$ cat src/rtl/sram_read_stream.sv
// Burst reader for an asynchronous SRAM. It issues sequential word reads and
// buffers the returned words in a small FIFO that feeds a valid/ready stream.
module sram_read_stream #(
    parameter int unsigned ADDR_W     = 18,
    parameter int unsigned DATA_W     = 16,
    parameter int unsigned FIFO_DEPTH = 4
) (
    input  logic              iCLK,
    input  logic              iRST,
    input  logic              iStart,
    input  logic [ADDR_W-1:0] iBase_addr,
    input  logic [ADDR_W-1:0] iLength,
    input  logic [DATA_W-1:0] iMEM_DATA,
    input  logic              iREADY,
    output logic [ADDR_W-1:0] oMEM_ADDR,
    output logic              oMEM_OE_N,
    output logic              oMEM_WE_N,
    output logic [DATA_W-1:0] oDATA,
    output logic              oDVAL,
    output logic              oBusy,
    output logic              oDone
);
    localparam int unsigned PTR_W = (FIFO_DEPTH > 1) ? $clog2(FIFO_DEPTH) : 1;
    localparam int unsigned CNT_W = $clog2(FIFO_DEPTH + 1);

    typedef enum logic [1:0] {
        S_IDLE,
        S_READ,
        S_DRAIN,
        S_DONE
    } state_t;

    state_t              state_q, state_d;
    logic [ADDR_W-1:0]   remaining_q, remaining_d;
    logic [ADDR_W-1:0]   addr_q, addr_d;
    logic                oe_n_q, oe_n_d;
    logic [DATA_W-1:0]   fifo_mem [FIFO_DEPTH];
    logic [PTR_W-1:0]    wr_ptr_q, rd_ptr_q, rd_ptr_d;
    logic [CNT_W-1:0]    count_q, count_d, count_after_pop;
    logic [DATA_W-1:0]   data_q, data_d;
    logic                dval_q, busy_q, done_q;
    logic                wr, pop, space;

    // The registered OE_N low marks the issue cycle; its word lands at the closing edge.
    assign wr              = ~oe_n_q;
    assign pop             = dval_q & iREADY;
    assign count_after_pop = count_q - CNT_W'(pop);
    assign count_d         = count_after_pop + CNT_W'(wr);
    assign rd_ptr_d        = rd_ptr_q + PTR_W'(pop);
    assign space           = ({1'b0, count_q} + (CNT_W + 1)'(wr)) < (CNT_W + 1)'(FIFO_DEPTH);

    // Next-state and next-issue decision; the issue itself is registered onto the pins.
    always_comb begin
        state_d     = state_q;
        remaining_d = remaining_q;
        addr_d      = addr_q;
        oe_n_d      = 1'b1;
        case (state_q)
            S_IDLE: begin
                if (iStart) begin
                    if (iLength != '0) begin
                        state_d     = S_READ;
                        oe_n_d      = 1'b0;
                        addr_d      = iBase_addr;
                        remaining_d = iLength - ADDR_W'(1);
                    end else begin
                        state_d = S_DONE;
                    end
                end
            end
            S_READ: begin
                if (remaining_q == '0) begin
                    state_d = S_DRAIN;
                end else if (space) begin
                    oe_n_d      = 1'b0;
                    addr_d      = addr_q + ADDR_W'(1);
                    remaining_d = remaining_q - ADDR_W'(1);
                end
            end
            S_DRAIN: begin
                if (pop && (count_q == CNT_W'(1))) state_d = S_DONE;
            end
            S_DONE:  state_d = S_IDLE;
            default: state_d = S_IDLE;
        endcase
    end

    // Next FIFO head: a stored word if one survives the pop, else the word arriving now.
    always_comb begin
        data_d = data_q;
        if (count_after_pop != '0) begin
            data_d = fifo_mem[rd_ptr_d];
        end else if (wr) begin
            data_d = iMEM_DATA;
        end
    end

    always_ff @(posedge iCLK or negedge iRST) begin
        if (!iRST) begin
            state_q     <= S_IDLE;
            remaining_q <= '0;
            addr_q      <= '0;
            oe_n_q      <= 1'b1;
            wr_ptr_q    <= '0;
            rd_ptr_q    <= '0;
            count_q     <= '0;
            data_q      <= '0;
            dval_q      <= 1'b0;
            busy_q      <= 1'b0;
            done_q      <= 1'b0;
        end else begin
            state_q     <= state_d;
            remaining_q <= remaining_d;
            addr_q      <= addr_d;
            oe_n_q      <= oe_n_d;
            wr_ptr_q    <= wr_ptr_q + PTR_W'(wr);
            rd_ptr_q    <= rd_ptr_d;
            count_q     <= count_d;
            data_q      <= data_d;
            dval_q      <= (count_d != '0);
            busy_q      <= (state_d != S_IDLE);
            done_q      <= (state_d == S_DONE);
        end
    end

    always_ff @(posedge iCLK) begin
        if (wr) fifo_mem[wr_ptr_q] <= iMEM_DATA;
    end

    assign oMEM_ADDR = addr_q;
    assign oMEM_OE_N = oe_n_q;
    assign oMEM_WE_N = 1'b1;
    assign oDATA     = data_q;
    assign oDVAL     = dval_q;
    assign oBusy     = busy_q;
    assign oDone     = done_q;
endmodule

$ cat config.mk
export PLATFORM = sky130hd
export DESIGN_NAME = sram_read_stream
export DESIGN_NICKNAME = d
export VERILOG_FILES = /design/src/rtl/sram_read_stream.sv
export SDC_FILE = /design/constraint.sdc
export NUM_CORES = 1
export LEC_CHECK = 0
export ABC_AREA = 1
export CAP_MARGIN = 5
export CORE_MARGIN = 3
export CORE_UTILIZATION = 28
export DETAILED_ROUTE_END_ITERATION = 10
export SETUP_SLACK_MARGIN = 0.4
export SLEW_MARGIN = 20
export SYNTH_ARGS = -nofsm -noshare
export SYNTH_HDL_FRONTEND = slang
export SYNTH_SLANG_ARGS = --single-unit
$ cat constraint.sdc
create_clock -name iCLK -period 3.38 [get_ports iCLK]
set_input_delay 0.338 -clock iCLK [delete_from_list [all_inputs] [get_ports iCLK]]
set_output_delay 0.338 -clock iCLK [all_outputs]
set_load 0.01 [all_outputs]
== Word level (Yosys, flattened, before mapping) ==
Memory sizes are Yosys's and may differ from the RTL's.
Cells that the tools add are included.
Storage, ports and cells
  register bits: 65
  bits in latches: 0
  memory bits (writable): 64
  memory bits (read-only): 0
  input bits: 56
  output and inout bits: 39
  logic and storage cells: 65
  memories: 1
Memory list
  fifo_mem: words 4, bits a word 16, read ports 1, clocked after Yosys merged registers in 0, wr ports 1, line 37  | logic [DATA_W-1:0] fifo_mem [FIFO_DEPTH];
Operators by class
  $add $sub $neg: 8
  $mul: 0
  div/mod/pow operators: 0
  $lt $le $gt $ge: 1
  equality and inequality tests: 10
  shift-type cells: 0
  mux-type cells: 23
  bitwise operators: 2
  reduce and logical (&&, ||, !) cells: 9
Operators by type and width (number)
  18-bit two-way mux: 8
  18-bit case mux with 2 select lines: 2
  18-bit by 1-bit subtractor with 18-bit output, second input constant: 2
  16-bit two-way mux: 2
  18-bit by 1-bit adder with 18-bit output, second input constant: 1
  18-bit logical NOT: 1
  18-bit nonzero test: 1
  2-bit two-way mux: 4
  2-bit != test, second input constant: 4
  2-bit case mux with 4 select lines: 1
  2-bit == test, second input constant: 3
  3-bit nonzero test: 2
  1-bit two-way mux: 5
  5-bit AND reduction: 1
  2-bit by 1-bit adder with 2-bit output: 2
  3-bit by 1-bit adder with 4-bit output: 1
  4-bit by 3-bit less-than comparator with 1-bit output, second input constant: 1
  2-bit nonzero test: 2
  3-bit by 1-bit adder with 3-bit output: 1
  3-bit by 1-bit == test with 1-bit output, second input constant: 1
  3-bit by 1-bit subtractor with 3-bit output: 1
  2-bit by 1-bit == test with 1-bit output, second input constant: 1
  2-bit logical NOT: 1
  2-bit by 1-bit != test with 1-bit output, second input constant: 1
  other kinds (4): 4

== Logic depth before layout (Yosys ltp) ==
Gate-level depths: netlist (run 1).
  depth in word-level cells: 6
  depth in mapped cells: 13
  gate-level depth less buffers: 12

== Worst setup path before layout (run 1) ==
Ideal clock, no wire load.
  path kind: reg-to-reg
  start point: reg oe_n_q, in the netlist oMEM_OE_N
  end point: mem fifo_mem[2][0], enable pin
  setup time: 409 ps
  arrival time: 1778 ps
  required time: 2971 ps
  path slack: 1193 ps
  cell stages (with the launch flop): 3
  buffers on the path: 1
  clock period less this slack: 2187 ps
  cell sequence: dfstp_2 clkbuf_1 nor3_1
On the way
  longest elaborated chain between the ends: 1
Ends and longest elaborated chain
  from (decl): line 36  | logic oe_n_q, oe_n_d;
  from (signal assigned): line 115  | oe_n_q <= oe_n_d;
  1-bit two-way mux (implied by the code): line 127  | if (wr) fifo_mem[wr_ptr_q] <= iMEM_DATA;
  to (decl): line 37
Every way passes these cells.

== Final worst setup path (run 1) ==
  start point: reg state_q[0]
  end point: reg addr_q[17], in the netlist oMEM_ADDR[17]
On the way
  longest elaborated chain between the ends: 3
  elaborated cells on any way between the ends: 9
  those cells by class: 5 x eq/ne; 1 x mux; 3 x reduce/logical
Ends and longest elaborated chain
  from (decl): line 33  | state_t state_q, state_d;
  from (signal assigned): line 112  | state_q <= state_d;
  2-bit by 1-bit == test with 1-bit output or 2-bit logical NOT (tied branches): line 58  | case (state_q)
  2-bit != test (no line) or 2-bit nonzero test (tied branches)
  5-bit AND reduction (no line)
  to (signal assigned): line 114  | addr_q <= addr_d;
  to (decl): line 35  | logic [ADDR_W-1:0] addr_q, addr_d;
Several ways; a longest one is shown, not always the timed one.
A chain may end at the register's enable or synchronous reset.

==> results.toml, run 1 <==
[status]
status = "complete, no violations"

[yosys]
synth_cells = 801
synth_top_family_by_area = "simple AND/OR/NAND/NOR gates"
syn-num-nets = 865
netlist_area_um2 = 6780
ys_seq_area_frac = 0.523
yosysTopAreaCellShare = 0.283
synthMuxAreaShare = 0.0480
synth.distinct_cells = 38
synth_edf_count = 64
ys.flop_type = "edfxtp_1"
synth_seq_cells = 129
synth-xor-area-share = 0.0127
synth_area_leaders = "edfxtp_1 28%, dfrtp_1 24%, nand2_1 14%"
synth-adder-area-share = 0.0148
synth-compound-area-share = 0.0721
syn_area_per_cell_um2 = 8.47
synth_largest_area_cell = "edfxtp_1"
synthSimpleGateAreaFrac = 0.258
ys_warn_count = 0
synthArstFlopShare = 0.504

[timing]
max_slew.worst_pin.slew_ps = 978
hold_viol_final = 0
fin_tns_setup_ps = 0
setup_violations = 0
fin_skew_ps = 14.3
min_period_ps = 2370
slew_headroom = 0.346
slew_viol_final = 0
grt_setup_unrepaired = "false"
worst_slack_ps = 1010
fmax_ghz = 0.421
period_share = 0.703
fin_hold_ws_ps = 68.8

[clock_tree]
cts_post_setup_buffers_inserted = 0
cts_tree = "done"
cts_inserted_buffers = 17
clk_pin_slew_ps = 70
htreeDepth = 4
root_buffer = "clkbuf_16"
ctsHoldBuffers = 0
clock_latency_ps = 420
cts-resized-gates = 0
clockBufferDepth = 2
cts.sinks = 129

[route]
wl_um = 18100
drt-pass1-iter-count = 5
drc = 0
drt-vias-per-instance = 4.60
wl_per_cell_um = 14.7
drt_iter0_drc = 371
via_count = 5638
ant_nets = 0

[pwr]
p_clk_frac = 0.232
p_comb_frac = 0.458
peakVddDrop_mv = 0.350
swShare = 0.414
power_frac_seq = 0.310
p_leak_nw = 3.80
p_int_mw = 4.88
power_density_nw_per_um2 = 957
power_switching_mw = 3.45

[global_route]
grt_pass1_vias = 5477
grt_overflow = 0
grt_max_degree = 66
grt_pass1_wl_um = 28700
grt.total_usage = 0.139
grt_antenna_before_repair = 0

[layout]
fillers = 2429
syn2layout_area_growth_pct = 28.3
register_area_um2 = 3550
antenna-diode-count = 0
final_cell_mix = "261 x nand2_1, 92 x clkdlybuf4s50_1, 78 x inv_1, 67 x nand3_1"
drive_above_1_share = 0.0981
final_common_cell = "nand2_1"
fin_util = 0.369
finalNetCount = 958
multi_input_area_um2 = 2800

[place]
numPortBuffers = 93
post-place-ws_ps = 855
place.gp.congestion = 0.950
dp.final_hpwl_um = 12100

[setup_path]
startpoint_type = "flop"
end_kind = "flop"
required_ps = 3650
cp.arrival_ps = 2650
worstSetupPathType = "reg2reg"
cp_max_fo = 48

[die]
core_um2 = 23600
die_area_um2 = 26100
ioPinCount = 95
num_rows = 56
start_util = 0.287
die_w_um = 162
die_h_um = 162

[hold_path]
hp-class = "in2async"

[flow_run]
drv_cap = 0
==> cells in the mapped netlist (2+ instances only) <==
cell type	n
clkinv_1	2
o211ai_1	19
nor4_1	2
mux2i_1	10
nor3_1	10
buf_2	10
nor2_1	63
nand2_2	2
mux2_2	20
clkbuf_1	11
edfxtp_1	64
dfrtp_1	64
o21ai_1	15
inv_1	78
buf_4	6
nand3_1	67
nand4_1	9
inv_2	6
buf_1	3
xor2_1	7
nand3b_1	2
o22ai_1	10
nor2_2	7
o21ai_0	33
ha_1	8
nand2_1	261
==> per-layer routing <==
| metal | vias up | part of all wire | track usage |
|---|---|---|---|
| met3 | 14 | 0.044 | 0.0314 |
| met1 | 2670 | 0.47 | 0.186 |
| li1 | 2832 | - | - |
| met4 | 0 | 0.010 | 0.0392 |
| met2 | 122 | 0.48 | 0.227 |
| met5 | - | 0 | 0 |
==> flip-flops by register name (all words and copies together), names as in the netlist <==
signal and count:
remaining_q 18, count_q 3, wr_ptr_q 2, rd_ptr_q 2, oDATA 16, oDVAL 1
fifo_mem 64, state_q 2, oDone 1, oMEM_ADDR 18, oBusy 1, oMEM_OE_N 1
==> power by group through the flow <==
stage | Combinational (mW) | Clock (mW) | Sequential, mW
after floorplan | 2.51 | 0 | 2.60
after global placement | 3.78 | 0 | 2.60
after detailed placement | 3.83 | 0 | 2.60
after CTS | 3.87 | 1.97 | 2.59
after global routing | 4.31 | 2.05 | 2.64
final | 3.82 | 1.93 | 2.58
==> cells by family after synthesis <==
group                    after synthesis
AO/OA/AOI/OAI                         83
other                                  1
AND/OR/NAND/NOR                      424
adder cells (fa/ha/maj)                8
multiplexers                          30
XOR/XNOR                               9
buffers and inverters                117
flip-flops                           129
==> worst paths after layout <==
path,startpoint,endpoint,slack (ps),cells after the start
hold / removal,iRST,remaining_q[7]$_DFFE_PN0P_,70,1
min in group iCLK,remaining_q[16]$_DFFE_PN0P_,remaining_q[16]$_DFFE_PN0P_,490,2
setup / recovery,state_q[0]$_DFF_PN0_,oMEM_ADDR[17]$_DFFE_PN0P_,1010,9
setup reg to reg,state_q[0]$_DFF_PN0_,oMEM_ADDR[17]$_DFFE_PN0P_,1010,9
max in group asynchronous,iRST,oDVAL$_DFF_PN0_,2690,1
hold reg to reg,remaining_q[16]$_DFFE_PN0P_,remaining_q[16]$_DFFE_PN0P_,490,2
==> metrics by stage <==
stage / instance area (um2) / power (mW) / instances
after CTS: 8700 / 8.42 / 1226
after detailed placement: 8090 / 6.43 / 1194
after floorplan: 6780 / 5.11 / 801
after global placement: 8090 / 6.37 / 1194
after global routing: 8700 / 9.00 / 1226
final: 8700 / 8.33 / 1226
==> critical path: stages, from the launching register on <==
cell and delay (ps):
dfrtp_1 500, inv_2 100, nor2_2 570, o21ai_0 200, o21a_1 230, nand2_1 80, nor2_2 40, buf_4 270
nand2_1 130, o21ai_0 80
==> area by class of cell <==
class	count	area share
multi-input cells	555	0.322
repair buffers	105	0.117
inverters	86	0.0371
well taps	319	0.0459
clock inverters	15	0.0216
clock buffers	17	0.0489
flip-flops and latches	129	0.408
Note: power is estimated with default switching activity, not from simulation.
==> run 2, diff against run 1 <==
Clock period 3.38 ns to 2.1 ns, I/O delays scaled along.
==> run 2 against run 1 <==
Against the previous run: maximum frequency increased by 30%; clock skew increased by 0.75 ps; design area is 21% higher; core utilization increased by 7.8 points; non-clock buffer count up 84; largest power group unchanged.
==> results.toml, run 2 (synthesized netlist as in run 1, its figures left out) <==
[layout]
antenna-diode-count = 0
final_common_cell = "nand2_1"
largest_reg_flops = 64
final_cell_mix = "199 x nand2_1, 89 x clkdlybuf4s50_1, 69 x inv_1, 64 x edfxtp_1, 61 x dfrtp_1"
syn2layout_area_growth_pct = 55.5
fillers = 2219
instances_no_fill = 1311
fin_util = 0.447
largest-register = "fifo_mem"
finalNetCount = 1043
drive_above_1_share = 0.323

[timing]
setup_violations = 0
hold_viol_final = 0
grt_setup_unrepaired = "true"
fin_tns_setup_ps = 0
period_share = 0.869
min_period_ps = 1820
fin_skew_ps = 15.1
worst_slack_ps = 276
fmax_ghz = 0.548
slew_viol_final = 0
fin_hold_ws_ps = 286

[setup_path]
cp.arrival_ps = 2130
required_ps = 2410
worstSetupPathType = "reg2reg"
cp_max_fo = 5
startpoint_type = "flop"
end_kind = "flop"

[clock_tree]
htreeDepth = 4
clk_pin_slew_ps = 80
cts.sinks = 129
clockBufferDepth = 2
clock_latency_ps = 420
cts_inserted_buffers = 17
cts_tree = "done"
root_buffer = "clkbuf_16"

[pwr]
peakVddDrop_mv = 0.743
power_density_nw_per_um2 = 1650
p_leak_nw = 4.60

[place]
place.gp.congestion = 0.917
dp_cells = 1217
post-place-ws_ps = -16.0
numPortBuffers = 93
dp.final_hpwl_um = 12800

[global_route]
grt_overflow = 0
grt_pass1_vias = 6134
grt_max_degree = 35
grt_pass1_wl_um = 32200
grt.total_usage = 0.155
grt_antenna_before_repair = 0

[route]
drc = 0
drt-vias-per-instance = 4.75
ant_nets = 0
drt_iter0_drc = 532
via_count = 6227
wl_per_cell_um = 16.0
wl_um = 21000
drt-pass1-iter-count = 6

[status]
status = "complete, no violations"

[die]
die_area_um2 = 26100
core_um2 = 23600
die_w_um = 162
die_h_um = 162
ioPinCount = 95
num_rows = 56
start_util = 0.287

[flow_run]
drv_cap = 0

[hold_path]
hp-class = "in2async"
-- run 2: final timing paths --
kind	start	end	slack, ps	depth (start not counted)
setup / recovery	state_q[0]$_DFF_PN0_	oMEM_ADDR[14]$_DFFE_PN0P_	280	12
hold / removal	iRST	remaining_q[12]$_DFFE_PN0P_	290	2
setup reg to reg	state_q[0]$_DFF_PN0_	oMEM_ADDR[14]$_DFFE_PN0P_	280	12
hold reg to reg	remaining_q[11]$_DFFE_PN0P_	remaining_q[11]$_DFFE_PN0P_	470	2
max in group asynchronous	iRST	oMEM_OE_N$_DFF_PN1_	1180	3
min in group iCLK	iBase_addr[12]	oMEM_ADDR[12]$_DFFE_PN0P_	430	5
-- run 2: layer usage --
| layer | track usage | wire (um) | part of all wire |
|---|---|---|---|
| met2 | 0.259 | 10100 | 0.48 |
| met5 | 0 | 0 | 0 |
| met4 | 0.0403 | 413 | 0.020 |
| met1 | 0.203 | 9230 | 0.44 |
| met3 | 0.0365 | 1250 | 0.060 |
-- run 2: area by class of cell --
type                    count  area (um2)  area share
inverters                  86         335      0.0318
well taps                 319         399      0.0378
multi-input cells         556        3540       0.335
repair buffers            189        2130       0.202
clock buffers              17         425      0.0403
clock inverters            15         169      0.0160
flip-flops and latches    129        3550       0.337
-- run 2: repair_timing --
action | 4_1_cts | 5_1_grt
gates cloned | 8 | 7
gates resized for setup | 127 | 130
hold buffers | 1 | 0
setup buffers | 28 | 18
endpoints found under the setup margin | 53 | 64
endpoints found under the hold margin | 33 | 0
pin swaps | 40 | 81
-- run 2: metrics by stage --
step                      cell area (um2)  total power, mW
after floorplan                      6860             8.42
after global placement               8330             10.6
after detailed placement             8330             10.8
after CTS                            9820             15.5
after global routing                10500             18.5
final                               10500             17.4
-- run 2: power breakdown --
| part | total, mW | switching, mW | internal (mW) |
|---|---|---|---|
| clock | 2.92 | 1.33 | 1.59 |
| sequential | 4.20 | 0.569 | 3.63 |
| combinational | 10.3 | 5.35 | 4.91 |
| total | 17.4 | 7.24 | 10.1 |
-- run 2: worst max-delay path, stage by stage (launching register included) --
cell and delay [ps]:
dfrtp_2 460, inv_4 90, buf_6 100, nand4_1 90, nor2_1 140, nand3_2 140, nand2_2 120, nor2_4 50
buf_6 130, buf_12 120, clkbuf_16 150, nand2_4 50, o21ai_1 60
==> run 3, diff against run 2 <==
Settings changed: CORE_ASPECT_RATIO set to 0.9.
==> run 3 against run 2 <==
Against the previous run: via count up 2.4%; core utilization up 0.52 points; design area up 1.1%.
==> results.toml, run 3 (synthesized netlist as in run 1, its figures left out) <==
[status]
status = "complete, no violations"

[die]
die_h_um = 154
die_area_um2 = 26100
core_um2 = 23600
num_rows = 53
start_util = 0.287
die_w_um = 170
ioPinCount = 95

[setup_path]
startpoint_type = "flop"
crit_cells = 11
cp.arrival_ps = 2220
cp_num_buf_inv = 5
crit_path_cell_trace = "buf_6 -> inv_4 -> a21oi_2 -> o21a_1 -> nand2_2 -> nor2_4 -> buf_8 -> buf_12 -> buf_16 -> nand2_4 -> nand2_2"
end_kind = "flop"
required_ps = 2460
slowest_delay_ps = 550
slowest_stage = "dfstp_2"
cp_max_fo = 6
cpLargestDelayFamily = "buffers and inverters"
reg2reg_depth = 11
worst_path_most_repeated_cell = "nand2_2"
worstSetupPathType = "reg2reg"

[timing]
period_share = 0.889
slew_viol_final = 0
slew_headroom = 0.588
min_period_ps = 1870
max_slew.worst_pin.slew_ps = 615
setup_violations = 0
worst_slack_ps = 233
fmax_ghz = 0.536
grt_setup_unrepaired = "true"
hold_viol_final = 0
fin_hold_ws_ps = 301
fin_skew_ps = 13.9

[clock_tree]
htreeDepth = 4
clock_latency_ps = 420
clockBufferDepth = 2
root_buffer = "clkbuf_16"
cts_tree = "done"
cts.sinks = 129
cts_inserted_buffers = 17
clk_pin_slew_ps = 70

[route]
via_count = 6374
drt-vias-per-instance = 4.88
drt-pass1-iter-count = 5
drt_iter0_drc = 393
wl_um = 21600
wl_per_cell_um = 16.5
ant_nets = 0
drc = 0

[layout]
multi_input_area_um2 = 3550
drive_above_1_share = 0.328
largest_reg_flops = 64
fillers = 2167
syn2layout_area_growth_pct = 57.2
largest-register = "fifo_mem"
final_common_cell = "nand2_1"
register_area_um2 = 3550
final_cell_mix = "201 x nand2_1, 90 x clkdlybuf4s50_1, 71 x inv_1, 64 x edfxtp_1, 61 x dfrtp_1"
instances_no_fill = 1306
finalNetCount = 1055
fin_area_um2 = 10700
antenna-diode-count = 0

[place]
place.gp.congestion = 0.890
post-place-ws_ps = -14.5
post_dp_cell_area_um2 = 8250
dp_cells = 1194
numPortBuffers = 93
dp.final_hpwl_um = 12200

[hold_path]
hp-class = "in2async"

[pwr]
power_density_nw_per_um2 = 1680
peakVddDrop_mv = 0.737
p_leak_nw = 4.68
p_total_mw = 17.9

[flow_run]
drv_cap = 0

[global_route]
grt_pass1_vias = 6132
grt.total_usage = 0.156
grt_overflow = 0
grt_max_degree = 66
grt_pass1_wl_um = 32300
grt_antenna_before_repair = 0
-- run 3: worst paths after layout --
| check | slack, ps | endpoint | from |
|---|---|---|---|
| max in group asynchronous | 1410 | oMEM_ADDR[8]$_DFFE_PN0P_ | iRST |
| min in group iCLK | 440 | oMEM_ADDR[11]$_DFFE_PN0P_ | iBase_addr[11] |
| max reg2reg | 230 | oMEM_ADDR[8]$_DFFE_PN0P_ | oMEM_OE_N$_DFF_PN1_ |
| min reg2reg | 480 | remaining_q[16]$_DFFE_PN0P_ | remaining_q[16]$_DFFE_PN0P_ |
| max | 230 | oMEM_ADDR[8]$_DFFE_PN0P_ | oMEM_OE_N$_DFF_PN1_ |
| min | 300 | remaining_q[12]$_DFFE_PN0P_ | iRST |
-- run 3: repair_timing --
action,CTS,global route
pin swaps,34,66
endpoints found under the setup margin,60,102
buffers inserted,43,19
gates resized for setup,135,138
cloned,12,5
hold endpoints to repair,64,0
hold buffers,1,0
-- run 3: metal layers --
layer,vias up,wire (um),track usage
met5,-,0,0
met4,0,563,0.0487
met3,50,1320,0.0339
met2,245,10400,0.253
met1,3032,9290,0.209
li1,3047,-,-
-- run 3: final cells by class --
cell class | count | area share
Clock inverter | 15 | 0.0150
Multi-Input combinational cell | 556 | 0.333
Tap cell | 302 | 0.0354
Timing Repair Buffer | 201 | 0.211
Sequential cell | 129 | 0.333
Inverter | 86 | 0.0321
Clock buffer | 17 | 0.0399
-- run 3: report_power, final --
group,internal (mW),switching [mW]
Clock,1.60,1.32
Combinational,5.19,5.60
Sequential,3.63,0.585
Total,10.4,7.50
-- run 3: worst min-delay path: stages --
cell	delay, ps
dlygate4sd3_1	520
buf_4	110
buf_12	290
-- run 3: through the flow --
step	util	setup TNS (ps)
after floorplan	-	0
after global placement	0.349	0
after detailed placement	0.349	-15.7
after CTS	0.421	0
after global routing	0.452	0
final	0.452	0
